File: src/rtl/alu_req_arbiter_pkg.sv
// -----------------------------------------------------------------------------
// alu_req_arbiter_pkg
// Shared types and constants for the ALU request arbiter.
//   arb_state_e  : sequencer states (IDLE -> ISSUE -> WAIT -> RESP)
//   CMD_MUL_*    : commands that take the longer multiply latency (MODE=1)
//   FLAG_*       : bit positions inside RSP_FLAGS = {ERR,OFLOW,COUT,G,L,E}
//   is_mul_op()  : selects the multiply latency for a MODE/CMD pair
// -----------------------------------------------------------------------------
package alu_req_arbiter_pkg;

    typedef enum logic [1:0] {
        IDLE  = 2'd0,
        ISSUE = 2'd1,
        WAIT  = 2'd2,
        RESP  = 2'd3
    } arb_state_e;

    localparam logic [3:0] CMD_MUL_INC = 4'd9;
    localparam logic [3:0] CMD_MUL_SHL = 4'd10;

    localparam int N_FLAGS    = 6;
    localparam int FLAG_ERR   = 5;
    localparam int FLAG_OFLOW = 4;
    localparam int FLAG_COUT  = 3;
    localparam int FLAG_G     = 2;
    localparam int FLAG_L     = 1;
    localparam int FLAG_E     = 0;

    // Multiply commands only exist in arithmetic mode (MODE=1).
    function automatic logic is_mul_op(input logic mode, input logic [3:0] cmd);
        return mode && ((cmd == CMD_MUL_INC) || (cmd == CMD_MUL_SHL));
    endfunction

endpackage

File: src/rtl/alu_req_arbiter_rr_grant.sv
// -----------------------------------------------------------------------------
// alu_rr_grant
// Combinational round-robin grant. Picks the first set bit of 'valid'
// searching ptr, ptr+1, ... wrapping modulo N_REQ.
//   valid [N_REQ]        : request vector
//   ptr   [$clog2(N_REQ)]: highest-priority index (must be < N_REQ)
//   grant [N_REQ]        : one-hot grant (all zero when nothing valid)
//   idx   [$clog2(N_REQ)]: index of the granted requester
//   any                  : at least one request is valid
// -----------------------------------------------------------------------------
module alu_rr_grant #(
    parameter int N_REQ = 4
) (
    input  logic [N_REQ-1:0]         valid,
    input  logic [$clog2(N_REQ)-1:0] ptr,
    output logic [N_REQ-1:0]         grant,
    output logic [$clog2(N_REQ)-1:0] idx,
    output logic                     any
);

    localparam int IW = $clog2(N_REQ);

    always_comb begin : p_grant
        logic [IW-1:0] cand;
        grant = '0;
        idx   = '0;
        any   = 1'b0;
        cand  = '0;
        for (int k = 0; k < N_REQ; k++) begin
            // Modulo (not bit truncation) so non power-of-two N_REQ wraps correctly.
            cand = IW'((int'(ptr) + k) % N_REQ);
            if (!any && valid[cand]) begin
                any         = 1'b1;
                grant[cand] = 1'b1;
                idx         = cand;
            end
        end
    end

endmodule

File: src/rtl/alu_req_arbiter.sv
// -----------------------------------------------------------------------------
// alu_req_arbiter
// Shares one ALU between N_REQ requesters. A round-robin grant accepts one
// operation at a time, drives it on the ALU bus with CE for a command-dependent
// fixed latency, captures RES/flags and returns them tagged with the
// requester index on a valid/ready response channel.
//
// Ports
//   CLK, RST (async, active high)
//   REQ_VALID/REQ_READY [N_REQ]   : request handshake, READY is one-hot, comb.
//   REQ_OPA/OPB [N_REQ*WIDTH], REQ_CMD [N_REQ*4], REQ_MODE/REQ_CIN [N_REQ],
//   REQ_INP_VALID [N_REQ*2]       : packed per-requester fields, slice i = req i
//   ALU_OPA/OPB/CMD/MODE/CIN/INP_VALID/CE : registered ALU input bus
//   ALU_RES [2*WIDTH], ALU_ERR/OFLOW/COUT/G/L/E : ALU outputs
//   RSP_VALID/RSP_READY, RSP_ID, RSP_RES, RSP_FLAGS {ERR,OFLOW,COUT,G,L,E}
// -----------------------------------------------------------------------------
module alu_req_arbiter
    import alu_req_arbiter_pkg::*;
#(
    parameter int N_REQ    = 4,
    parameter int WIDTH    = 8,
    parameter int BASE_LAT = 1,
    parameter int MUL_LAT  = 2
) (
    input  logic                     CLK,
    input  logic                     RST,
    // request side
    input  logic [N_REQ-1:0]         REQ_VALID,
    output logic [N_REQ-1:0]         REQ_READY,
    input  logic [N_REQ*WIDTH-1:0]   REQ_OPA,
    input  logic [N_REQ*WIDTH-1:0]   REQ_OPB,
    input  logic [N_REQ*4-1:0]       REQ_CMD,
    input  logic [N_REQ-1:0]         REQ_MODE,
    input  logic [N_REQ-1:0]         REQ_CIN,
    input  logic [N_REQ*2-1:0]       REQ_INP_VALID,
    // ALU input bus
    output logic [WIDTH-1:0]         ALU_OPA,
    output logic [WIDTH-1:0]         ALU_OPB,
    output logic [3:0]               ALU_CMD,
    output logic                     ALU_MODE,
    output logic                     ALU_CIN,
    output logic                     ALU_CE,
    output logic [1:0]               ALU_INP_VALID,
    // ALU outputs
    input  logic [2*WIDTH-1:0]       ALU_RES,
    input  logic                     ALU_ERR,
    input  logic                     ALU_OFLOW,
    input  logic                     ALU_COUT,
    input  logic                     ALU_G,
    input  logic                     ALU_L,
    input  logic                     ALU_E,
    // response side
    output logic                     RSP_VALID,
    input  logic                     RSP_READY,
    output logic [$clog2(N_REQ)-1:0] RSP_ID,
    output logic [2*WIDTH-1:0]       RSP_RES,
    output logic [N_FLAGS-1:0]       RSP_FLAGS
);

    localparam int IW      = $clog2(N_REQ);
    localparam int MAX_LAT = (MUL_LAT > BASE_LAT) ? MUL_LAT : BASE_LAT;
    localparam int LW      = $clog2(MAX_LAT + 1);

    typedef struct packed {
        logic [WIDTH-1:0] opa;
        logic [WIDTH-1:0] opb;
        logic [3:0]       cmd;
        logic             mode;
        logic             cin;
        logic [1:0]       inp_valid;
    } alu_req_t;

    arb_state_e              state, state_d;
    alu_req_t [N_REQ-1:0]    req_in;
    alu_req_t                bus_q;
    logic [N_REQ-1:0]        gnt;
    logic [IW-1:0]           gnt_idx;
    logic                    gnt_any;
    logic                    xfer;
    logic [IW-1:0]           ptr;
    logic [IW-1:0]           id_q;
    logic [LW-1:0]           lat_cnt;
    logic                    ce_q;
    logic                    rsp_vld_q;
    logic [IW-1:0]           rsp_id_q;
    logic [2*WIDTH-1:0]      rsp_res_q;
    logic [N_FLAGS-1:0]      rsp_flags_q;

    // ---- unpack requester slices ------------------------------------------
    for (genvar i = 0; i < N_REQ; i++) begin : g_req
        assign req_in[i] = '{
            opa:       REQ_OPA[i*WIDTH +: WIDTH],
            opb:       REQ_OPB[i*WIDTH +: WIDTH],
            cmd:       REQ_CMD[i*4 +: 4],
            mode:      REQ_MODE[i],
            cin:       REQ_CIN[i],
            inp_valid: REQ_INP_VALID[i*2 +: 2]
        };
    end

    // ---- arbitration ------------------------------------------------------
    alu_rr_grant #(.N_REQ(N_REQ)) u_grant (
        .valid (REQ_VALID),
        .ptr   (ptr),
        .grant (gnt),
        .idx   (gnt_idx),
        .any   (gnt_any)
    );

    // Grants are only offered while idle, so READY doubles as "accepted".
    assign REQ_READY = ((state == IDLE) && !RST) ? gnt : '0;

    // ---- FSM --------------------------------------------------------------
    always_ff @(posedge CLK or posedge RST) begin
        if (RST) state <= IDLE;
        else     state <= state_d;
    end

    always_comb begin
        state_d = state;
        xfer    = 1'b0;
        case (state)
            IDLE:  if (gnt_any) begin
                       state_d = ISSUE;
                       xfer    = 1'b1;
                   end
            ISSUE: state_d = WAIT;
            WAIT:  if (lat_cnt == LW'(1)) state_d = RESP;
            RESP:  if (RSP_READY) state_d = IDLE;
            default: state_d = IDLE;
        endcase
    end

    // ---- datapath ---------------------------------------------------------
    always_ff @(posedge CLK or posedge RST) begin
        if (RST) begin
            bus_q       <= '0;
            id_q        <= '0;
            ptr         <= '0;
            lat_cnt     <= '0;
            ce_q        <= 1'b0;
            rsp_vld_q   <= 1'b0;
            rsp_id_q    <= '0;
            rsp_res_q   <= '0;
            rsp_flags_q <= '0;
        end else begin
            // CE and RSP_VALID follow the next state so they are flop outputs
            // aligned with the state they describe.
            ce_q      <= (state_d == ISSUE) || (state_d == WAIT);
            rsp_vld_q <= (state_d == RESP);

            // Bus is loaded at the handshake and held until the next one.
            if (xfer) begin
                bus_q <= req_in[gnt_idx];
                id_q  <= gnt_idx;
            end

            if (state == ISSUE)
                lat_cnt <= is_mul_op(bus_q.mode, bus_q.cmd) ? LW'(MUL_LAT) : LW'(BASE_LAT);
            else if (state == WAIT)
                lat_cnt <= lat_cnt - LW'(1);

            // Last WAIT cycle: the ALU result is valid now.
            if ((state == WAIT) && (lat_cnt == LW'(1))) begin
                rsp_res_q   <= ALU_RES;
                rsp_flags_q <= {ALU_ERR, ALU_OFLOW, ALU_COUT, ALU_G, ALU_L, ALU_E};
                rsp_id_q    <= id_q;
            end

            // Pointer moves past the requester just served only once its
            // response has been taken.
            if ((state == RESP) && RSP_READY)
                ptr <= (id_q == IW'(N_REQ - 1)) ? '0 : id_q + IW'(1);
        end
    end

    // ---- outputs ----------------------------------------------------------
    assign ALU_OPA       = bus_q.opa;
    assign ALU_OPB       = bus_q.opb;
    assign ALU_CMD       = bus_q.cmd;
    assign ALU_MODE      = bus_q.mode;
    assign ALU_CIN       = bus_q.cin;
    assign ALU_INP_VALID = bus_q.inp_valid;
    assign ALU_CE        = ce_q;

    assign RSP_VALID     = rsp_vld_q;
    assign RSP_ID        = rsp_id_q;
    assign RSP_RES       = rsp_res_q;
    assign RSP_FLAGS     = rsp_flags_q;

endmodule

File: config.mk
export PLATFORM = sky130hd
export DESIGN_NAME = alu_req_arbiter
export DESIGN_NICKNAME = d
export VERILOG_FILES = /design/src/rtl/alu_req_arbiter_pkg.sv /design/src/rtl/alu_req_arbiter_rr_grant.sv /design/src/rtl/alu_req_arbiter.sv
export SDC_FILE = /design/constraint.sdc
export NUM_CORES = 1
export LEC_CHECK = 0
export CAP_MARGIN = 20
export CORE_UTILIZATION = 40
export CTS_BUF_LIST = sky130_fd_sc_hd__clkbuf_4 sky130_fd_sc_hd__clkbuf_8
export DETAILED_ROUTE_END_ITERATION = 6
export DONT_BUFFER_PORTS = 1
export PLACE_DENSITY = 0.6
export SLEW_MARGIN = 25
export SYNTH_ARGS = -nofsm -noshare
export SYNTH_HDL_FRONTEND = slang
export SYNTH_HIERARCHICAL = 1
export SYNTH_SLANG_ARGS = --single-unit
File: constraint.sdc
create_clock -name CLK -period 3.1 [get_ports CLK]
set_input_delay 0.465 -clock CLK [delete_from_list [all_inputs] [get_ports CLK]]
set_output_delay 0.465 -clock CLK [all_outputs]
set_load 0.005 [all_outputs]
# == After elaboration in Yosys (flattened, before gate mapping) ==
# Cells that the tools add are included.
# op_classes
n_addsub,5
magnitude_cmp,9
eq_ne,10
muxes,41
n_bitwise,3
n_reduce_logical,19
# ops
cell,count
$bmux W24 S2,1
$mux W24,1
$mux W2,11
$mux W4,5
$lt A2 B3 Y1 const B,5
$mux W1,14
$or A4 B4 Y4,3
$logic_and A1 B1 Y1,11
$eq A2 B2 Y1 const B,5
$bmux W1 S2,4
$demux W1 S2,4
$eq A4 B4 Y1 const B,2
$ge A2 B1 Y1 const B,4
$pmux W2 S4,1
$eq A2 B1 Y1 const B,3
$add A2 B1 Y2 const B,2
$add A2 B2 Y2 const B,2
$logic_not A1 Y1,4
$logic_not A2 Y1,1
$logic_or A1 B1 Y1,2
$reduce_bool A2 Y1,1
$sub A2 B1 Y2 const B,1
# totals
reg_bits,58
in_bits,125
wordCells,102

# == Longest topological paths before layout ==
# Gate-level depths: netlist of the first run.
# logic_depth
word_depth,16
depth_mapped,13
mapped_depth_nobuf,9

# == Cells and area by module ==
# The synthesis of the first run kept the hierarchy.
# modules_own_cells
mod,n_inst,cells_per_inst,area_per_inst_um2
alu_req_arbiter,1,239,3064.2
alu_rr_grant,1,45,419.2

# == Least setup slack after synthesis of the first run ==
# OpenSTA, ideal clock, no wires.
# synth_timing
path_kind,reg2reg
start,register ptr[0]
end,"register bus_q, in the netlist ALU_CMD[0]"
setup_ps,133
arrival_ps,2718
required_ps,2967
slack_ps,249
path_stages_with_launch,14
synth_period_minus_slack_ps,2851
path_cell_list,dfrtp_1 buf_6 inv_1 ha_1 mux4_2 buf_6 nor4b_4 nor2_1 a32o_1 buf_2 buf_6 buf_4 mux2i_1 o221ai_2
# synth_via
elab_chain_cells,14
word_cells_on_any_way,29
classes_between,3 x add/sub; 20 x mux; 6 x reduce/logical
# synth_rtl
item,line_no,rtl
start: declaration,alu_req_arbiter.sv:80,logic [IW-1:0] ptr;
start signal: assignment,alu_req_arbiter.sv:173,ptr <= (id_q == IW'(N_REQ - 1)) ? '0 : id_q + IW'(1);
"parallel branches: the longest is 11 deep, another holds $add A2 B1 Y2",-,
$mux W2 *,alu_req_arbiter_rr_grant.sv:32,if (!any && valid[cand]) begin
via gnt_idx[1],alu_req_arbiter.sv:77,logic [IW-1:0] gnt_idx;
$bmux W24 S2 *,alu_req_arbiter.sv:154,bus_q <= req_in[gnt_idx];
$mux W24 (implied by the code) *,alu_req_arbiter.sv:154,
end signal: assignment,alu_req_arbiter.sv:154,
end: declaration,alu_req_arbiter.sv:75,alu_req_t bus_q;
# Mark *: on every way through the listed nets, which the timed path passes. The select of a mux whose other input is x is not followed.
# A chain may end at the register's enable or synchronous reset.

# == Worst setup path after layout of the first run ==
# layout_timing
start,register ptr[0]
end,output port REQ_READY[3]
# layout_via
elab_chain_cells,13
word_cells_on_any_way,48
classes_between,3 x add/sub; 8 x order compare; 24 x mux; 3 x bitwise; 10 x reduce/logical
# layout_rtl
item,line_no,rtl
"parallel branches: the longest is 11 deep, another holds $lt A2 B3 Y1",-,
$mux W4 *,alu_req_arbiter_rr_grant.sv:32,
via gnt[3],alu_req_arbiter.sv:76,logic [N_REQ-1:0] gnt;
$mux W4 *,alu_req_arbiter.sv:111,assign REQ_READY = ((state == IDLE) && !RST) ? gnt : '0;
end: declaration,alu_req_arbiter.sv:29,"output logic [N_REQ-1:0] REQ_READY,"
# Marks and branches as above.

==> results of run 1 <==
-- through the flow --
stage          worst slack, ps  power, mW  utilization  std cells
2_1_floorplan            248.7      3.788            -        284
3_3_place_gp             369.3      4.268       0.4314        381
3_5_place_dp             283.6      4.365       0.4314        381
4_1_cts                  262.0      5.063       0.4545        397
5_1_grt                  118.5      5.391       0.4547        397
6_report                 260.5      4.997       0.4547        397
-- path summary, 6_finish.rpt --
check | start | endpoint | slack (ps)
max in group asynchronous | RST | RSP_RES[13] | 2290
min in group CLK | ALU_RES[12] | RSP_RES[12] | 270
hold / removal | RST | RSP_VALID | 140
setup reg to reg | ptr[0] | ALU_INP_VALID[1] | 260
setup / recovery | ptr[0] | REQ_READY[3] | 260
hold reg to reg | lat_cnt[1] | lat_cnt[1] | 510
-- routing by layer --
metal  vias to the layer above  GRT usage  part of all wire
met4                         0    0.05682             0.010
met3                         6    0.06778             0.095
met2                       131     0.2833              0.48
met5                         -          0                 0
li1                       1074          -                 -
met1                      1138     0.2167              0.42
-- logic make-up after synthesis --
group | after synthesis | synth area share
mux | 81 | 0.2593
compound gates | 52 | 0.1519
fa+ha+maj | 13 | 0.04670
xor+xnor | 1 | 0.002515
buf+inv | 30 | 0.05208
simple gates | 49 | 0.07076
flops | 58 | 0.4167
-- power groups by stage --
stage          clock (mW)  sequential, mW  combinational, mW
3_5_place_dp            0            1.48               2.89
2_1_floorplan           0            1.39               2.40
4_1_cts             0.711            1.47               2.88
3_3_place_gp            0            1.48               2.79
5_1_grt             0.742            1.52               3.12
6_report            0.693            1.46               2.84
-- final cells by class --
cell class	instances	area, um2
sequential	58	1451
timing repair buffer	11	107.6
multi-input combinational	196	1867
fill	783	4548
clock buffer	9	123.9
clock inverter	7	68.82
inverter	11	42.54
tap	105	131.4
-- flip-flops by register name, indices dropped and copies added, names as in the netlist, 2 cells and up --
name	count
RSP_RES	16
ptr	2
ALU_OPA	8
RSP_ID	2
RSP_FLAGS	6
id_q	2
state	2
ALU_INP_VALID	2
lat_cnt	2
ALU_CMD	4
ALU_OPB	8
-- synth_stat cells, types with 3 or more instances --
master,number,share of area
a22oi_1,10,0.022
and2_1,5,0.0090
buf_2,7,0.010
buf_6,7,0.023
dfrtp_1,58,0.42
ha_1,13,0.047
inv_1,11,0.012
mux2_1,4,0.013
mux2_2,24,0.078
mux2i_1,49,0.14
nand2_1,29,0.031
nor2_1,3,0.0032
nor2b_1,3,0.0054
o21ai_0,6,0.0086
o221ai_1,6,0.015
o221ai_2,20,0.086
-- layout by cell type, fill, tap and decap left out, types with 5 or more instances in the layout --
| cell | netlist | layout |
|---|---|---|
| and2_1 | 5 | 5 |
| clkbuf_8 | 0 | 9 |
| buf_4 | 2 | 9 |
| o221ai_1 | 6 | 6 |
| dfrtp_1 | 58 | 58 |
| a22oi_1 | 10 | 10 |
| ha_1 | 13 | 13 |
| nand2_1 | 29 | 29 |
| mux2i_1 | 49 | 49 |
| inv_1 | 11 | 10 |
| o221ai_2 | 20 | 20 |
| o21ai_0 | 6 | 6 |
| mux2_2 | 24 | 24 |
==> metrics.md, run 1 <==
| Metric | Value |
|---|---|
| Status | finished, final reports clean |
| CP delay by family, top | simple AND/OR/NAND/NOR gates |
| Peak supply drop | 0.7910 mV |
| Clock Sinks | 58 |
| Drt total wl | 7.907 mm |
| Period utilization | 0.9160 |
| Clock Skews | 8.140 ps |
| Clock buffer depth | 2 |
| Final hold slack | 136.7 ps |
| Post-DP Area | 3598 um2 |
| Critical Path Sink Type | output pin |
| Cell row count | 33 |
| Switch share | 0.4246 |
| I/O Buffers | 0 |
| TritonCTS clock tree | yes |
| DR vias | 2349 |
| Setup TNS | 0 ps |
| Synthesized flop and latch total | 58 |
| Clock latency on the worst-skew pair | 330 ps |
| Slowest stage cell, crit path | mux4_2 |
| Drt drc | 0 |
| RSZ-0062 raised after global routing | false |
| Fin nets | 425 |
| Num ports | 179 |
| Final setup fails | 0 |
| Reg2Reg Depth | 9 |
| Synthesized area | 3483 um2 |
| Die ar. | 9086 um2 |
| Share of layout cells above drive strength 1 | 0.2705 |
| Worst-path clk slew | 70 ps |
| Required @ worst endpoint | 2630 ps |
| Core box area | 8341 um2 |
| Initial antenna violation count | 0 |
| Mean Syn Cell Area | 12.27 um2 |
| Ys flop type | dfrtp_1 |
| CTS-repair resized insts | 0 |
| Largest net degree at the start of global routing | 45 |
| TritonCTS Buffers | 9 |
| Critical-path cell list | inv_1 > ha_1 > mux4_2 > nor4b_4 > a22oi_1 > o21ai_0 > and2_1 |
| Synth Warn # | 6 |
| Power per standard cell area | 1318 nW/um2 |
| Maxcap violations | 0 |
| Ys async rst share | 1.000 |
| Tmin final | 2840 ps |
| Hold buffers post-CTS | 0 |
| P_sw | 2.122 mW |
| DR iter-0 viols | 57 |
| First-pass iteration count of the detailed router | 4 |
| Die Ht | 95.32 um |
| Root buffer cell | clkbuf_8 |
| Routability cong. | 0.7949 |
| Internal | 2.875 mW |
| Final hold viol count | 0 |
| Die width | 95.32 um |
| Synthesized Nets | 422 |
| Critical path startpoint category | register |
| Post-synth EDFFs | 0 |
| Leak | 1.624 nW |
| Clock share of power | 0.139 |
| Max frequency | 0.3522 GHz |
| Crit Path Max Fanout | 10 |
| Final Max Tran Viols | 0 |
| Design area | 3792 um2 |
| Initial Util | 0.4176 |
| GR Util All Layers | 0.1764 |
| Reg power frac | 0.292 |
| CP max stage delay | 450 ps |
| Comb power frac | 0.569 |
| Rel. slew slack | 0.4778 |
| Synth-to-layout area growth | 8.872% |
| Hold Crit Class | primary input to async pin |
| Sequential area share after synthesis | 0.4167 |
| Cells after synthesis | 284 |
| Slew @ Worst Pin | 782.4 ps |
| H-tree Lvls | 3 |
| HPWL after DPL | 5.983 mm |
| Via/cell ratio | 5.917 |
| Netlist cell types | 38 |
| Post-CTS setup buffer count | 0 |
| Worst endpoint data arrival time | 2370 ps |
| Vias in the first global route | 2372 |
| First-pass GRT wire length | 11.94 mm |
| WL/cell | 19.92 um |
| Bufs and invs on worst path | 1 |
| Setup CP Type | register to output pin |
| Grt ovf | 0 |
| Post-route ant nets | 0 |
| Crit. path cell count | 7 |
| Antenna diode count | 0 |
(Power assumes the default switching activity.)
==> run 2, diff against run 1 <==
--- a/config.mk
+++ b/config.mk
@@ -6,11 +6,11 @@
 export NUM_CORES = 1
 export LEC_CHECK = 0
 export CAP_MARGIN = 20
-export CORE_UTILIZATION = 40
+export CORE_UTILIZATION = 54
 export CTS_BUF_LIST = sky130_fd_sc_hd__clkbuf_4 sky130_fd_sc_hd__clkbuf_8
 export DETAILED_ROUTE_END_ITERATION = 6
 export DONT_BUFFER_PORTS = 1
-export PLACE_DENSITY = 0.6
+export PLACE_DENSITY = 0.75
 export SLEW_MARGIN = 25
 export SYNTH_ARGS = -nofsm -noshare
 export SYNTH_HDL_FRONTEND = slang
==> constraint.sdc (replaced) <==
create_clock -name CLK -period 2.8 [get_ports CLK]
set_input_delay 0.42 -clock CLK [delete_from_list [all_inputs] [get_ports CLK]]
set_output_delay 0.42 -clock CLK [all_outputs]
set_load 0.005 [all_outputs]
==> run 2 against run 1 <==
  * Sequential power is 10% higher
  * Die area is 25% lower
  * Clock-buffer cell count stayed put
  * Critical path depth is 3 higher
  * Via count is 1.7% higher
  * Global-route usage is 4.9 points higher
  * Final area is 3.6% higher
  * Combinational power is 21% higher
  * Clock skew is 6.2 ps higher
  * Routed wire length is 2.3% lower
  * Sequential cell count stayed put
  * Hold slack worse by 6.0 ps
  * Critical path type is now register to register
  * Critical endpoint is now ALU_OPA[2]
  * Largest cell class unchanged
==> metrics.md, run 2 (synthesis results as in run 1) <==
| Metric | Value |
|---|---|
| First-pass GRT wire length | 11.20 mm (was 11.94 mm) |
| Vias in the first global route | 2312 (was 2372) |
| Leak | 1.712 nW (was 1.624 nW) |
| Worst endpoint data arrival time | 2870 ps (was 2370 ps) |
| Setup TNS | 0 ps (unchanged) |
| M1 GR Usage | 0.2791 (was 0.2167) |
| GR Util All Layers | 0.2253 (was 0.1764) |
| Maxcap violations | 0 (unchanged) |
| First-pass iteration count of the detailed router | 4 (unchanged) |
| CP delay by family, top | multiplexers (was simple AND/OR/NAND/NOR gates) |
| Die ar. | 6776 um2 (was 9086 um2) |
| WL/cell | 20.27 um (was 19.92 um) |
| Worst-path clk slew | 70 ps (about the same) |
| Max reg flops | 16 (unchanged) |
| Via/cell ratio | 6.273 (was 5.917) |
| Clock latency on the worst-skew pair | 340 ps (was 330 ps) |
| Hold buffers post-CTS | 0 (unchanged) |
| Clock Sinks | 58 (unchanged) |
| Slowest stage cell, crit path | dfrtp_1 (was mux4_2) |
| TritonCTS Buffers | 9 (unchanged) |
| Peak supply drop | 0.9694 mV (was 0.7910 mV) |
| Most common cell after layout, fill and taps aside | dfrtp_1 (unchanged) |
| Number of fill cells | 462 (was 783) |
| H-tree Lvls | 3 (unchanged) |
| Final Worst Setup Slack | 140.6 ps (was 260.5 ps) |
| GR peak layer | met2 (unchanged) |
| Bufs and invs on worst path | 3 (was 1) |
| Tmin final | 2659 ps |
| Drt total wl | 7.722 mm (was 7.907 mm) |
| CP max stage delay | 400 ps (was 450 ps) |
| Critical Path Sink Type | register (was output pin) |
| Rel. slew slack | 0.4219 (was 0.4778) |
| Crit Path Max Fanout | 16 (was 10) |
| Required @ worst endpoint | 3010 ps (was 2630 ps) |
| Num ports | 179 (unchanged) |
| Most frequent cells in the layout | 58 x dfrtp_1, 48 x mux2i_1, 29 x nand2_1 (was 58 x dfrtp_1, 49 x mux2i_1, 29 x nand2_1) |
| Die width | 82.32 um (was 95.32 um) |
| Status | finished, final reports clean (unchanged) |
| R2R Setup Slk | 140 ps (was 260 ps) |
| Post-route ant nets | 0 (unchanged) |
| Hold Crit Class | primary input to async pin (unchanged) |
| Grt ovf | 0 (unchanged) |
| Max frequency | 0.3760 GHz |
| Grt met2 use | 0.3669 (was 0.2833) |
| Clock Skews | 14.30 ps (was 8.140 ps) |
| Clock buffer depth | 2 (unchanged) |
| Period utilization | 0.9498 |
| Root buffer cell | clkbuf_8 (unchanged) |
| Synth-to-layout area growth | 12.82% (was 8.872%) |
| Critical-path cell list | inv_2 > ha_4 > mux4_2 > buf_4 > nor4_1 > nor2_1 > a32o_4 > buf_12 > mux2i_1 > o221ai_2 (was inv_1 > ha_1 > mux4_2 > nor4b_4 > a22oi_1 > o21ai_0 > and2_1) |
| TritonCTS clock tree | yes (unchanged) |
| Final hold slack | 130.7 ps (was 136.7 ps) |
| Initial Util | 0.5747 (was 0.4176) |
| Pre-CTS setup slack | -46.08 ps (was 283.6 ps) |
| Global Route met3 Usage | 0.06703 (was 0.06778) |
| Fin nets | 439 (was 425) |
| Routability cong. | 0.8336 (was 0.7949) |
| Core Util, Final | 0.6484 (was 0.4547) |
| Slew @ Worst Pin | 865.8 ps (was 782.4 ps) |
| Critical path startpoint category | register (unchanged) |
| DR iter-0 viols | 80 (was 57) |
| Final Max Tran Viols | 0 (unchanged) |
| Die Ht | 82.32 um (was 95.32 um) |
| Footprint of the multi-input gates | 1891 um2 (was 1867 um2) |
| Initial antenna violation count | 0 (unchanged) |
| Drt drc | 0 (unchanged) |
| Share of layout cells above drive strength 1 | 0.3203 (was 0.2705) |
| Cell row count | 28 (was 33) |
| Largest net degree at the start of global routing | 42 (was 45) |
| HPWL after DPL | 5.810 mm (was 5.983 mm) |
| Core box area | 6061 um2 (was 8341 um2) |
| DR vias | 2390 (was 2349) |
| Final setup fails | 0 (unchanged) |
| Power per standard cell area | 1506 nW/um2 (was 1318 nW/um2) |
| Final hold viol count | 0 (unchanged) |
| Setup CP Type | register to register (was register to output pin) |
| I/O Buffers | 0 (unchanged) |
| Antenna diode count | 0 (unchanged) |
| Storage cell area | 1451 um2 (unchanged) |
==> run 2: cell types whose count changed in the layout (fill, tap and decap cells not counted), sizes merged <==
| cell | before | now |
|---|---|---|
| buf | 11 | 25 |
| bufinv | 1 | 2 |
| clkinv | 4 | 3 |
| clkinvlp | 2 | 1 |
| inv | 11 | 12 |
==> run 2: per-stage QoR <==
stage | cells | instance area (um2) | total power, mW
CTS | 370 | 3835 | 5.739
global route | 381 | 3930 | 6.362
floorplan | 284 | 3500 | 4.226
detailed placement | 353 | 3601 | 4.850
global placement | 353 | 3601 | 4.759
finish | 381 | 3930 | 5.917
==> run 2: what timing repair did <==
action	CTS	global route
gates cloned	0	1
resized for setup	0	8
buffers inserted	1	10
pin swaps	2	4
setup endpoints to repair	3	29
hold endpoints to repair	0	0
==> run 2: path summary, 6_finish.rpt <==
check                           start            to  depth (start not counted)
max                            ptr[0]    ALU_OPA[2]                         10
min                               RST        ALU_CE                          1
max reg2reg                    ptr[0]    ALU_OPA[2]                         10
min reg2reg                lat_cnt[1]    lat_cnt[1]                          1
max in group asynchronous         RST   RSP_RES[15]                          2
min in group CLK                ALU_G  RSP_FLAGS[2]                          1
==> run 2: final cells by class <==
class,count,share of cell area
sequential,58,0.3693
multi-input combinational,196,0.4811
clock inverter,7,0.02611
tap,75,0.02388
inverter,11,0.01051
clock buffer,9,0.03152
timing repair buffer,25,0.05762
==> run 2: report_power, final <==
part | switching [mW] | leakage (nW) | internal, mW
combinational | 1.69 | 0.890 | 1.74
clock | 0.371 | 0.110 | 0.508
sequential | 0.336 | 0.712 | 1.28
==> run 2: worst register-to-register path: stages, from the launching register on <==
cell and delay [ps]:
dfrtp_1 400, inv_2 80, ha_4 280, mux4_2 380, buf_4 180, nor4_1 230
nor2_1 100, a32o_4 360, buf_12 190, mux2i_1 230, o221ai_2 130
==> run 2: routing by layer <==
layer  wire length (um)  vias up
li1                   -     1101
met1               2928     1158
met2               4009      120
met3                684       11
met4                100        0
met5                  0        -
